==> config.mk <==
export PLATFORM = sky130hd
export DESIGN_NAME = t07_tft_spi_writer
export DESIGN_NICKNAME = d
export VERILOG_FILES = /design/src/rtl/t07_tft_spi_writer.sv
export SDC_FILE = /design/constraint.sdc
export NUM_CORES = 1
export LEC_CHECK = 0
export ABC_AREA = 1
export CAP_MARGIN = 20
export CORE_MARGIN = 8
export CORE_UTILIZATION = 26
export DETAILED_ROUTE_END_ITERATION = 12
export PLACE_DENSITY = 0.46
export SYNTH_ARGS = -nofsm -noshare
export SYNTH_HDL_FRONTEND = slang
export SYNTH_SLANG_ARGS = --single-unit
==> constraint.sdc <==
create_clock -name clk -period 3.8 [get_ports clk]
set_clock_uncertainty 0.1 [all_clocks]
set_input_delay 0.76 -clock clk [delete_from_list [all_inputs] [get_ports clk]]
set_output_delay 0.76 -clock clk [all_outputs]
set_load 0.02 [all_outputs]
==> src/rtl/t07_tft_spi_writer.sv <==
`default_nettype none
// ============================================================================
//  Module      : t07_tft_spi_writer
//  Description : Serialises one TFT write request into an SPI mode-0 frame:
//                one command byte (dc low) followed by 0..4 data bytes
//                (dc high), then returns a single-cycle ack_TFT pulse.
//  Revision    : 1.0 - initial release
// ============================================================================
module t07_tft_spi_writer #(
  parameter int CLK_DIV = 2
) (
  input  logic        clk,
  input  logic        rst,
  input  logic        wi_in,
  input  logic [31:0] addr_in,
  input  logic [31:0] data_in,
  output logic        ack_TFT,
  output logic        busy,
  output logic        tft_cs_n,
  output logic        tft_sclk,
  output logic        tft_mosi,
  output logic        tft_dc
);

  typedef enum logic [1:0] {
    ST_IDLE = 2'd0,
    ST_CMD  = 2'd1,
    ST_DATA = 2'd2,
    ST_DONE = 2'd3
  } state_t;

  localparam logic [7:0] c_div_last = 8'(CLK_DIV - 1);

  state_t      r_state;
  state_t      w_state_next;
  logic [7:0]  r_div;       // cycles spent in the current SCLK half-period
  logic        r_phase;     // 0 = low half, 1 = high half
  logic [5:0]  r_bit_cnt;   // bits already shifted out of the frame (0..39)
  logic [39:0] r_shift;     // frame, MSB is the bit currently on mosi
  logic [2:0]  r_n;         // latched data byte count, already clamped

  logic        w_shifting;
  logic        w_bit_end;
  logic        w_last_cmd;
  logic        w_last_bit;
  logic [2:0]  w_n_clamp;
  logic [5:0]  w_pad;
  logic [31:0] w_payload;

  // Address bits above the byte count carry no meaning for this block.
  logic        unused_addr;
  assign unused_addr = ^addr_in[31:11];

  // Byte count clamps to 4; the payload is left-aligned so the first data
  // byte to be sent sits directly behind the command byte.
  assign w_n_clamp  = (addr_in[10:8] > 3'd4) ? 3'd4 : addr_in[10:8];
  assign w_pad      = 6'd32 - {w_n_clamp, 3'b000};
  assign w_payload  = data_in << w_pad;

  assign w_shifting = (r_state == ST_CMD) || (r_state == ST_DATA);
  assign w_bit_end  = r_phase && (r_div == c_div_last);
  assign w_last_cmd = (r_bit_cnt == 6'd7);
  assign w_last_bit = (r_bit_cnt == ({r_n, 3'b000} + 6'd7));

  // State register.
  always_ff @(posedge clk or posedge rst) begin
    if (rst) begin
      r_state <= ST_IDLE;
    end else begin
      r_state <= w_state_next;
    end
  end

  // Next-state decode and Moore outputs.
  always_comb begin
    w_state_next = r_state;
    ack_TFT      = 1'b0;
    busy         = 1'b0;
    tft_cs_n     = 1'b1;
    tft_sclk     = 1'b0;
    tft_mosi     = 1'b0;
    tft_dc       = 1'b0;
    case (r_state)
      ST_IDLE: begin
        if (wi_in) begin
          w_state_next = ST_CMD;
        end
      end
      ST_CMD: begin
        busy     = 1'b1;
        tft_cs_n = 1'b0;
        tft_sclk = r_phase;
        tft_mosi = r_shift[39];
        if (w_bit_end && w_last_cmd) begin
          w_state_next = (r_n == 3'd0) ? ST_DONE : ST_DATA;
        end
      end
      ST_DATA: begin
        busy     = 1'b1;
        tft_cs_n = 1'b0;
        tft_sclk = r_phase;
        tft_mosi = r_shift[39];
        tft_dc   = 1'b1;
        if (w_bit_end && w_last_bit) begin
          w_state_next = ST_DONE;
        end
      end
      ST_DONE: begin
        busy         = 1'b1;
        ack_TFT      = 1'b1;
        w_state_next = ST_IDLE;
      end
      default: begin
        w_state_next = ST_IDLE;
      end
    endcase
  end

  // Bit timing, bit counting and frame shifting; request latched on accept.
  always_ff @(posedge clk or posedge rst) begin
    if (rst) begin
      r_div     <= 8'd0;
      r_phase   <= 1'b0;
      r_bit_cnt <= 6'd0;
      r_shift   <= 40'd0;
      r_n       <= 3'd0;
    end else if (r_state == ST_IDLE) begin
      r_div     <= 8'd0;
      r_phase   <= 1'b0;
      r_bit_cnt <= 6'd0;
      if (wi_in) begin
        r_n     <= w_n_clamp;
        r_shift <= {addr_in[7:0], w_payload};
      end
    end else if (w_shifting) begin
      if (r_div == c_div_last) begin
        r_div   <= 8'd0;
        r_phase <= ~r_phase;
        // Advancing at the end of the high half makes the next bit appear
        // on the first cycle of the following low half.
        if (r_phase) begin
          r_shift   <= {r_shift[38:0], 1'b0};
          r_bit_cnt <= r_bit_cnt + 6'd1;
        end
      end else begin
        r_div <= r_div + 8'd1;
      end
    end else begin
      r_div     <= 8'd0;
      r_phase   <= 1'b0;
      r_bit_cnt <= 6'd0;
      r_shift   <= 40'd0;
    end
  end

endmodule
`default_nettype wire

### Word-level counts from Yosys, hierarchy flattened

Index checks and enable logic that the tools add are counted.

* bits in latches: 0
* logic and storage cells: 63
* memory bits (read-only): 0
* output and inout bits: 6
* register bits: 60
* RAM bits: 0
* memories: 0

* mux-type cells: 27
* div/mod/pow operators: 0
* $mul: 0
* bitwise operators: 1
* equality and inequality tests: 11
* order comparisons: 1
* shifts and indexed selects: 1
* reductions and logical operators: 12
* add/sub/neg operators: 4

Operators by type and width (count)
* 40-bit two-way mux: 5
* 32-bit by 6-bit left shift with 32-bit output: 1
* 6-bit two-way mux: 4
* 8-bit two-way mux: 3
* 1-bit two-way mux: 10
* 8-bit by 1-bit adder with 8-bit output (second input constant): 1
* 8-bit by 1-bit == test with 1-bit output (second input constant): 1
* 2-bit case mux with 4 select lines: 1
* 6-bit by 1-bit adder with 6-bit output (second input constant): 1
* 6-bit by 3-bit adder with 6-bit output (second input constant): 1
* 6-bit by 3-bit == test with 1-bit output (second input constant): 1
* 6-bit == test: 1
* 2-bit two-way mux: 3
* 3-bit AND reduction: 2
* 6-bit subtractor (first input constant): 1
* 2-bit == test (second input constant): 2
* 2-bit by 1-bit inequality test with 1-bit output (second input constant): 2
* 2-bit AND reduction: 2
* 3-bit > comparator (second input constant): 1
* 1-bit logical AND: 3
* 3-bit zero test: 1
* 3-bit two-way mux: 1
* 3-bit by 1-bit inequality test with 1-bit output (second input constant): 1
* 3-bit by 2-bit inequality test with 1-bit output (second input constant): 1
* other kinds (7): 7

### Longest topological paths before layout

* depth in word-level cells: 6
* gate-level depth with buffers: 13
* gate-level depth less buffers: 11

### Least setup slack after synthesis

Ideal clock, no wire load.

* path kind: input port to flip-flop
* from: input addr_in[8]
* to: register r_shift[2]
* library setup time: 76 ps
* arrival time: 2248 ps
* path slack: 1376 ps
* buffers on the path: 2
* cell stages on the path: 12
* cells stage by stage: o21ai_4 > nand2_4 > buf_2 > ha_1 > nand2_1 > nand3_2 > nor2_2 > buf_2 > nand2_1 > o21ai_0 > nand2_1 > o21ai_1

* cells in the longest elaborated chain, start to end: 6

RTL lines
* from (decl): line 15 `input logic [31:0] addr_in,`
* 3-bit > comparator: line 56 `assign w_n_clamp = (addr_in[10:8] > 3'd4) ? 3'd4 : addr_in[10:8];`
* 3-bit two-way mux (*): line 56
* 6-bit subtractor (*): line 57 `assign w_pad = 6'd32 - {w_n_clamp, 3'b000};`
* 32-bit by 6-bit left shift with 32-bit output (*): line 58 `assign w_payload = data_in << w_pad;`
* 40-bit two-way mux (*): line 131 `if (wi_in) begin`
* 40-bit two-way mux (*): line 127 `end else if (r_state == ST_IDLE) begin`
* to (signal assigned): line 133 `r_shift <= {addr_in[7:0], w_payload};`
* to (signal assigned): line 142 `r_shift <= {r_shift[38:0], 1'b0};`
* to (decl): line 39 `logic [39:0] r_shift;`

Every way passes the cells marked *; elsewhere a longest branch is shown, timed or not. The select of a mux whose other input is x is not followed.
A chain may end at the register's enable or synchronous reset.

### Final worst setup path

* from: register r_state[0]
* to: output tft_mosi

* cells in the longest elaborated chain, start to end: 3
* elaborated cells on any way between the ends: 4
* those cells by class: eq/ne: 2; mux: 1; reduce/logical: 1

RTL lines
* from (decl): line 34 `state_t r_state;`
* from (signal assigned): line 70 `r_state <= w_state_next;`
* 2-bit by 1-bit == test with 1-bit output / 2-bit == test (equally long branches): line 83 `case (r_state)`
* 2-bit OR reduction (no source line) (*)
* 1-bit two-way mux (*): line 83
* to (decl): line 21 `output logic tft_mosi,`

Every way passes the cells marked *; elsewhere a longest branch is shown, timed or not.

==> run_results.csv <==
group,metric,value,unit
floorplan,die_area,0.0183,mm^2
routing,wl_per_cell,13.5,um
floorplan,start_util,26.6,%
final_layout,area_delta_synth_final,26.2,%
timing,post-route-period-util,77.4,%
place,port_buffers,51,
critical_path,path_common_cell,"inv_1",
hold_path,hp-class,"reg -> reg",
critical_path,critPathSlowestCell,"clkdlybuf4s50_1",
global_route,antenna_found_initial,0,
logic_synthesis,ys_ff_latch,60,
logic_synthesis,yosys.area.top_type,"dfrtp_1",
routing,drc,0,
logic_synthesis,synth_edf_count,0,
critical_path,cp-end-kind,"output pin",
critical_path,path_max_fanout,7,
place,hpwl,7520,um
clocking,cts_buffers,9,
routing,via_per_inst,4.46,
logic_synthesis,post_synth.cell_area_avg,6.92,um^2
global_route,first_global_vias,3540,
logic_synthesis,yosys_warnings,0,
logic_synthesis,synthTopCellsByCount,"215 x nand2_1, 62 x inv_1, 62 x nand3_1",
timing,worstMarginPinSlew,0.607,ns
logic_synthesis,synth_top_area_share,40.7,%
routing,drt_first_pass_iters,4,
clocking,postCtsSetupRepairBufs,0,
logic_synthesis,ys_seq_area_share,40.7,%
clocking,clock-sinks,60,
routing,num_vias,3410,
critical_path,cp.required,2.94,ns
clocking,cts.htree.levels,3,
status,status,"completed",
routing,drtIter0Drc,267,
logic_synthesis,ys_types,36,
critical_path,cp_slowest_stage_delay,0.60,ns
logic_synthesis,synth_area,0.00369,mm^2
global_route,overflow,0,
power,vdd_drop_max,0.000250,V
timing,timing.fmax,0.340,GHz
floorplan,ios,73,
final_layout,layout.nets,656,
timing,tns,0,ns
power,power.leakage,2.32,nW
global_route,grt_max_degree,45,
timing,hold_viol_final,0,
routing,routed_wirelength,10300,um
timing,fin_crit,2.94,ns
timing,relSlewSlack,59.5,%
logic_synthesis,synth.net_count,608,
floorplan,core_area,0.0139,mm^2
logic_synthesis,syn_inst,533,
global_route,grt_usage,11.9,%
logic_synthesis,yosysMostFrequentCell,"nand2_1",
critical_path,worstSetupPathType,"reg -> out",
power,power.density,719,mW/mm^2
timing,setup_viol,0,
final_layout,final_util,33.5,%
place,routabilityCongestion,0.778,
logic_synthesis,synthFlopType,"dfrtp_1",
clocking,clockBufferDepth,2,
critical_path,start_kind,"flop",
timing,rsz0062_at_grt,"false",
clocking,clock-root-buffer,"clkbuf_16",
final_layout,layout-drive-gt1-share,6.34,%
logic_synthesis,async_flop_share,100,%
timing,slew_viol_final,0,
clocking,hold_buffers,0,
clocking,cts_resized,0,
critical_path,worstPathArrival,2.08,ns
floorplan,die-height,135,um
run,cap_violations,0,
routing,drtAntennaViolNets,0,
clocking,clk_pin_slew,0.05,ns
clocking,cts_tree,"yes",
critical_path,cp_cell_sequence,"inv_1 > ha_1 > nand2_1 > inv_1 > clkdlybuf4s50_1",
clocking,clock_latency,0.32,ns
final_layout,antennaDiodeCount,0,
global_route,grt_pass1_wl,17700,um
logic_synthesis,ys_top_cells_by_area,"dfrtp_1 41%, nand2_1 22%, nand3_1 8.4%",
floorplan,die-width,135,um
floorplan,num_rows,43,
-- metal layers --
metal	global-route usage (%)	routed length [um]	vias up
met5	0	0	-
met4	3.52	111	0
met3	2.90	482	8
met2	19.4	4830	67
met1	15.3	4890	1573
li1	-	-	1762
-- cell usage in the layout (no fill, tap or decap), drive strengths merged --
master	instances
nand2	217
inv	68
nand3	64
dfrtp	60
clkdlybuf4s50	51
nor2	32
o21ai	29
clkbuf	13
ha	8
a22oi	7
buf	7
a21oi	4
xor2	4
xnor2	4
nand4	4
a31oi	2
a21boi	1
o22ai	1
and3	1
nor3b	1
nand3b	1
o21bai	1
o41ai	1
nor3	1
o211ai	1
bufinv	1
-- worst max-delay path: cells and delay by family (launching register included) --
family                     cells  cell delay, ns
adders and majority gates      1            0.49
and+or+nand+nor                1            0.10
DFF                            1            0.40
buffers and inverters          3            0.77
-- registers in the layout, summed over array words and instances, names as in the netlist --
name	cells
r_shift	40
r_state	2
r_phase	1
r_div	8
r_bit_cnt	6
r_n	3
-- path summary, 6_finish.rpt --
kind	from	end	slack, ns	depth (start not counted)
max in group asynchronous	rst	r_bit_cnt[2]	2.13	3
min reg2reg	r_shift[16]	r_shift[16]	0.38	2
min in group asynchronous	rst	r_div[3]	0.74	2
max reg2reg	r_state[0]	r_shift[5]	1.20	9
max	r_state[0]	tft_mosi	0.86	5
min	r_shift[16]	r_shift[16]	0.38	2
-- metrics by stage --
stage                     cell area (um^2)  cells  setup slack (ns)  power, mW  hold slack, ns
after floorplan                       3690    533              1.38       2.19           0.349
after global placement                4350    750             0.645       2.54           0.364
after detailed placement              4350    750             0.634       2.56           0.365
after CTS                             4660    764             0.836       3.41           0.379
after global routing                  4660    764             0.739       3.65           0.413
final                                 4660    764             0.860       3.35           0.375
-- cell families after synthesis --
family	count (synthesis)	share of synthesized area (%)
xor gates and xnor gates	8	1.90
and+or+nand+nor	321	36.6
buffers and inverters	89	10.5
DFF	60	40.7
AOI/OAI and AO/OA	47	7.57
adders and majority gates	8	2.71
-- power by group --
group          internal, mW  leakage (nW)  switching (mW)
clock network         0.571         0.154           0.265
registers             0.845         0.805           0.110
logic                 0.472          1.36            1.09
total                  1.89          2.32            1.46
-- layout make-up --
class | instances | area [um^2]
fillers | 1518 | 9230
flip-flops and latches | 60 | 1500
multi-input cells | 384 | 1800
well taps | 180 | 225
inverters | 68 | 258
repair buffers | 58 | 563
clock inverters | 1 | 30.0
clock buffers | 13 | 280
No activity file was read; power rests on OpenSTA's default activity.
